File: config.mk
export PLATFORM = sky130hd
export DESIGN_NAME = rcservo_ramp_ctrl
export DESIGN_NICKNAME = d
export VERILOG_FILES = /design/src/rtl/rcservo_pkg.sv /design/src/rtl/rcservo_step_calc.sv /design/src/rtl/rcservo_ramp_ctrl.sv
export SDC_FILE = /design/constraint.sdc
export NUM_CORES = 2
export LEC_CHECK = 0
export ABC_AREA = 1
export CAP_MARGIN = 20
export CORE_AREA = 2 2 240 242
export CTS_BUF_LIST = sky130_fd_sc_hd__clkbuf_4 sky130_fd_sc_hd__clkbuf_8
export DETAILED_ROUTE_END_ITERATION = 8
export DIE_AREA = 0 0 242 244
export PLACE_DENSITY = 0.77
export SYNTH_ARGS = -nofsm -noshare
export SYNTH_HDL_FRONTEND = slang
export SYNTH_SLANG_ARGS = --single-unit
File: constraint.sdc
create_clock -name Clk -period 43.4 [get_ports Clk]
set_input_delay 10.85 -clock Clk [delete_from_list [all_inputs] [get_ports Clk]]
set_output_delay 10.85 -clock Clk [all_outputs]
set_load 0.005 [all_outputs]
File: src/rtl/rcservo_pkg.sv
// rcservo_pkg: shared constants, register map and sequencer states for the servo ramp controller.
package rcservo_pkg;
    localparam int NCH_DEF       = 12;
    localparam int W_DEF         = 14;
    localparam int DIV_INIT_DEF  = 399;
    localparam int FREQ_INIT_DEF = 4999;

    localparam logic [4:0] HA_TGT0   = 5'd0;
    localparam logic [4:0] HA_CTRL   = 5'd12;
    localparam logic [4:0] HA_STATUS = 5'd13;
    localparam logic [4:0] HA_STEP0  = 5'd16;

    localparam logic [4:0] BA_DIV  = 5'd0;
    localparam logic [4:0] BA_FREQ = 5'd1;
    localparam logic [4:0] BA_CH0  = 5'd2;

    typedef enum logic [1:0] {INIT, IDLE, SCAN} stateT;
endpackage

File: src/rtl/rcservo_step_calc.sv
// rcservo_step_calc: one frame's slew of a channel position toward its target.
module rcservo_step_calc
    import rcservo_pkg::*;
#(
    parameter int W = W_DEF
) (
    input  logic [W-1:0] Cur,
    input  logic [W-1:0] Tgt,
    input  logic [W-1:0] Step,
    output logic [W-1:0] Next
);
    logic         up;
    logic [W:0]   diff;

    assign up   = Tgt > Cur;
    assign diff = up ? {1'b0, Tgt} - {1'b0, Cur} : {1'b0, Cur} - {1'b0, Tgt};
    // An off servo, an off target or a zero step all jump straight to the target.
    assign Next = (Cur == '0 || Tgt == '0 || Step == '0 || diff <= {1'b0, Step}) ? Tgt
                : up ? Cur + Step : Cur - Step;
endmodule

File: src/rtl/rcservo_ramp_ctrl.sv
// rcservo_ramp_ctrl: host-facing sequencer that initialises the servo PWM bank and
// slews every channel toward its target once per frame, one bank write per change.
module rcservo_ramp_ctrl
    import rcservo_pkg::*;
#(
    parameter int NCH       = NCH_DEF,
    parameter int W         = W_DEF,
    parameter int DIV_INIT  = DIV_INIT_DEF,
    parameter int FREQ_INIT = FREQ_INIT_DEF
) (
    input  logic        Clk,
    input  logic        Reset,
    input  logic [4:0]  Addr,
    input  logic [15:0] DataWr,
    output logic [15:0] DataRd,
    input  logic        En,
    input  logic        Wr,
    input  logic        FrameTick,
    output logic [4:0]  SAddr,
    output logic [15:0] SDataWr,
    output logic        SWr,
    output logic        SEn,
    output logic        Busy
);
    localparam int CW = $clog2(NCH);
    localparam int IW = $clog2(NCH + 3);

    stateT          state, stateNext;
    logic [IW-1:0]  initIdx;
    logic [CW-1:0]  ch;
    logic           run, pending;
    logic [W-1:0]   cur  [NCH];
    logic [W-1:0]   tgt  [NCH];
    logic [W-1:0]   step [NCH];
    logic [W-1:0]   nextPos;
    logic [NCH-1:0] atTarget;
    logic [4:0]     stepAddr;
    logic           hostWr, lastCh, sweepReq, sweepStart, tgtSel, stepSel;
    logic           unusedBits;

    assign hostWr     = Wr & En;
    assign lastCh     = ch == CW'(NCH - 1);
    assign sweepReq   = run & (FrameTick | pending);
    assign sweepStart = stateNext == SCAN && (state != SCAN || lastCh);
    assign tgtSel     = Addr < HA_TGT0 + 5'(NCH);
    assign stepAddr   = Addr - HA_STEP0;
    assign stepSel    = Addr >= HA_STEP0 && stepAddr < 5'(NCH);
    assign Busy       = state != IDLE;
    assign SEn        = SWr;
    assign unusedBits = &{1'b0, DataWr[15:W]};

    rcservo_step_calc #(.W(W)) uStepCalc (
        .Cur  (cur[ch]),
        .Tgt  (tgt[ch]),
        .Step (step[ch]),
        .Next (nextPos)
    );

    for (genvar g = 0; g < NCH; g++) begin : genAtTarget
        assign atTarget[g] = cur[g] == tgt[g];
    end

    assign DataRd = tgtSel            ? 16'(tgt[Addr[CW-1:0]])
                  : Addr == HA_CTRL   ? {15'd0, run}
                  : Addr == HA_STATUS ? {Busy, 15'(atTarget)}
                  : stepSel           ? 16'(step[stepAddr[CW-1:0]])
                  : 16'd0;

    always_ff @(posedge Clk or posedge Reset) begin
        if (Reset) state <= INIT;
        else state <= stateNext;
    end

    // INIT lingers one cycle after its last write so Busy covers the final strobe.
    always_comb begin
        stateNext = state;
        unique case (state)
            INIT:    stateNext = initIdx == IW'(NCH + 2) ? IDLE : INIT;
            IDLE:    stateNext = sweepReq ? SCAN : IDLE;
            SCAN:    stateNext = !lastCh || sweepReq ? SCAN : IDLE;
            default: stateNext = INIT;
        endcase
    end

    always_ff @(posedge Clk or posedge Reset) begin
        if (Reset) begin
            initIdx <= '0;
            ch      <= '0;
            run     <= 1'b0;
            pending <= 1'b0;
            SWr     <= 1'b0;
            SAddr   <= '0;
            SDataWr <= '0;
            for (int i = 0; i < NCH; i++) begin
                cur[i]  <= '0;
                tgt[i]  <= '0;
                step[i] <= '0;
            end
        end else begin
            SWr     <= 1'b0;
            pending <= run && !sweepStart && (pending || (FrameTick && state != IDLE));
            if (hostWr && tgtSel) tgt[Addr[CW-1:0]] <= DataWr[W-1:0];
            if (hostWr && stepSel) step[stepAddr[CW-1:0]] <= DataWr[W-1:0];
            if (hostWr && Addr == HA_CTRL) run <= DataWr[0];
            if (state == INIT) begin
                initIdx <= initIdx + 1'b1;
                if (initIdx < IW'(NCH + 2)) begin
                    SWr     <= 1'b1;
                    SAddr   <= 5'(initIdx);
                    SDataWr <= initIdx == IW'(BA_DIV) ? 16'(DIV_INIT)
                             : initIdx == IW'(BA_FREQ) ? 16'(FREQ_INIT) : 16'd0;
                end
            end
            if (state == SCAN) begin
                ch <= lastCh ? '0 : ch + 1'b1;
                if (nextPos != cur[ch]) begin
                    cur[ch] <= nextPos;
                    SWr     <= 1'b1;
                    SAddr   <= BA_CH0 + 5'(ch);
                    SDataWr <= 16'(nextPos);
                end
            end
        end
    end
endmodule

==> impl_metrics.json <==
{
  "status": "complete, no violations",
  "final_nets": 4770,
  "ys_ff_latch": 538,
  "core_um2": 56200,
  "clk_latency_ns": 0.76,
  "ant_nets": 0,
  "antenna_found_initial": 8,
  "synth_top_area_frac": 0.401,
  "crit_path_start": "Addr[1]",
  "cp.arrival_ns": 14.93,
  "synth_nets": 4840,
  "post_cts_resized": 0,
  "dieArea_um2": 59000,
  "synth_top_area_cell": "dfrtp_1",
  "cts_buffers": 92,
  "dr.pass1.iters": 7,
  "worst_ep_required_time_ns": 32.55,
  "grt_pass1_wl_um": 202000,
  "path_clk_slew_ns": 0.06,
  "netlist_instances": 4746,
  "numPortBuffers": 62,
  "grt_use_total": 0.455,
  "synth_common_cells": "1630 x nand2_1, 572 x o21ai_0, 538 x dfrtp_1",
  "die_h_um": 244,
  "gp_congestion": 1.04,
  "crit_path_start_kind": "primary input",
  "ys.warnings.count": 0,
  "cts-root-buf": "clkbuf_8",
  "drt_iter0_markers": 5729,
  "max_freq_mhz": 38.8,
  "routedWlPerCell_um": 24.5,
  "dpl.hpwl_um": 90100,
  "r2r-start": "ch[1]$_DFFE_PP0P_",
  "setup.worst_path.end_class": "output pin",
  "rsz0062_at_grt": "no",
  "slew_violations": 0,
  "crit_path_end": "DataRd[3]",
  "htreeDepth": 3,
  "reg2regPathDepth": 43,
  "ys_seq_area_frac": 0.401,
  "grt_overflow": 0,
  "syn_avg_cell_area_um2": 7.07,
  "path_class": "primary input to output pin",
  "finalSetupViolations": 0,
  "max-slew-margin-rel": 0.193,
  "avgViaCountPerCell": 6.32,
  "finalHoldViolCount": 0,
  "grt_pass1_vias": 31800,
  "ios": 66,
  "worst_clock_skew_ns": 0.0444,
  "ys_async_sr_fraction": 1.00,
  "drive_gt1_frac": 0.0601,
  "start_util": 0.597,
  "grt_start_max_net_pins": 145,
  "synthesis.area_um2": 33500,
  "cts_tree": "built",
  "core.rowCount": 87,
  "reg2reg_to": "SAddr[4]$_DFF_PP0_",
  "synth_ff_type": "dfrtp_1",
  "cts_setup_buffers": 0,
  "worst_slew_pin_slew_ns": 1.21,
  "synth.area.top_cells": "dfrtp_1 40%, nand2_1 18%, o21ai_0 8.5%",
  "min_path_type": "flop to flop",
  "synth.distinct_cells": 57,
  "cts.path.max_buffers": 3,
  "wl_um": 135000,
  "yosysMostFrequentCell": "nand2_1",
  "maxCapViolations": 0,
  "drc": 0,
  "area_growth_pct": 8.19,
  "fin_crit_sh": 0.594,
  "numClockSinks": 538,
  "via_count": 34800,
  "cts-hold-fix-buffers": 0,
  "die_x_um": 242,
  "path_max_fanout": 48,
  "fin_crit_ns": 25.78,
  "r2r_setup_slack_ns": 32.40,
  "synth-edff-count": 0,
  "fin_setup_tns_ns": 0
}
[flip-flops by register name, summed over array words and instances, names as in the netlist, 2 cells and up]
signal / cells
SAddr: 5
SDataWr: 16
ch: 4
cur: 168
initIdx: 4
state: 2
step: 168
tgt: 168
[worst min path at each step]
stage | from | endpoint | slack, ns | cells after the start
after detailed placement | cur[142]$_DFFE_PP0P_ | cur[142]$_DFFE_PP0P_ | 0.46 | 2
after floorplan | cur[128]$_DFFE_PP0P_ | cur[128]$_DFFE_PP0P_ | 0.44 | 2
after CTS | cur[142]$_DFFE_PP0P_ | cur[142]$_DFFE_PP0P_ | 0.48 | 2
final | cur[142]$_DFFE_PP0P_ | cur[142]$_DFFE_PP0P_ | 0.48 | 2
after global routing | cur[130]$_DFFE_PP0P_ | cur[130]$_DFFE_PP0P_ | 0.51 | 2
after global placement | cur[137]$_DFFE_PP0P_ | cur[137]$_DFFE_PP0P_ | 0.45 | 2
[worst max-delay path, stage by stage]
cell             delay [ns]
clkdlybuf4s50_1        0.57
nor2_2                 0.06
buf_4                  0.28
inv_2                  0.37
buf_4                  0.65
o22ai_1                0.14
o21ai_0                0.92
nand3_1                0.21
a22o_1                 0.34
clkdlybuf4s50_1        0.46
[per-layer routing]
metal	wire, µm	global-route usage
met4	11300	0.327
met5	27	0
met1	49800	0.602
met3	18600	0.122
met2	55200	0.647
[placed cells by master, fill, tap and decap left out, types with 49 or more instances in the layout]
cell type,netlist,routed
clkdlybuf4s50_1,0,62
nor2_1,187,180
a21oi_1,87,87
nand2_1,1630,1629
buf_4,19,52
inv_1,443,440
clkbuf_8,0,113
nand3_1,345,345
o22ai_1,133,133
nand4_1,134,134
xor2_1,49,49
ha_1,65,65
o21ai_0,572,572
dfrtp_1,538,536
[area by class of cell]
type                       instances  area (µm²)
antenna                            4        10.0
clock buffer                     143        1780
clock inverter                    20         141
fill                            5285       19900
inverter                         450        1700
multi-input combinational       3469       16900
sequential                       538       13500
tap                              756         946
timing repair buffer             125        1280
[metrics by stage]
stage / hold slack (ns) / worst slack, ns / std cells / cell area, µm² / util
finish: 0.479 / 17.62 / 5505 / 36300 / 0.646
global route: 0.507 / 17.69 / 5503 / 36300 / 0.646
CTS: 0.475 / 17.88 / 5493 / 36100 / 0.642
detailed placement: 0.461 / 17.90 / 5330 / 34200 / 0.608
global placement: 0.454 / 17.93 / 5328 / 34100 / 0.607
floorplan: 0.442 / 17.51 / 4746 / 33500 / -
[logic make-up (layout without fill, tap and decap cells)]
logic type | Yosys count | after routing | share of synthesized area
buffers and inverters | 739 | 738 | 0.0939
xor gates and xnor gates | 89 | 89 | 0.0232
adders and majority gates | 68 | 68 | 0.0260
other | 1 | 5 | 0.000112
AOI/OAI and AO/OA | 934 | 934 | 0.156
DFF | 538 | 538 | 0.401
and+or+nand+nor | 2377 | 2377 | 0.299
Power is not shown: default switching activity piles up to over one toggle a cycle in this logic, so the estimate is an artifact.
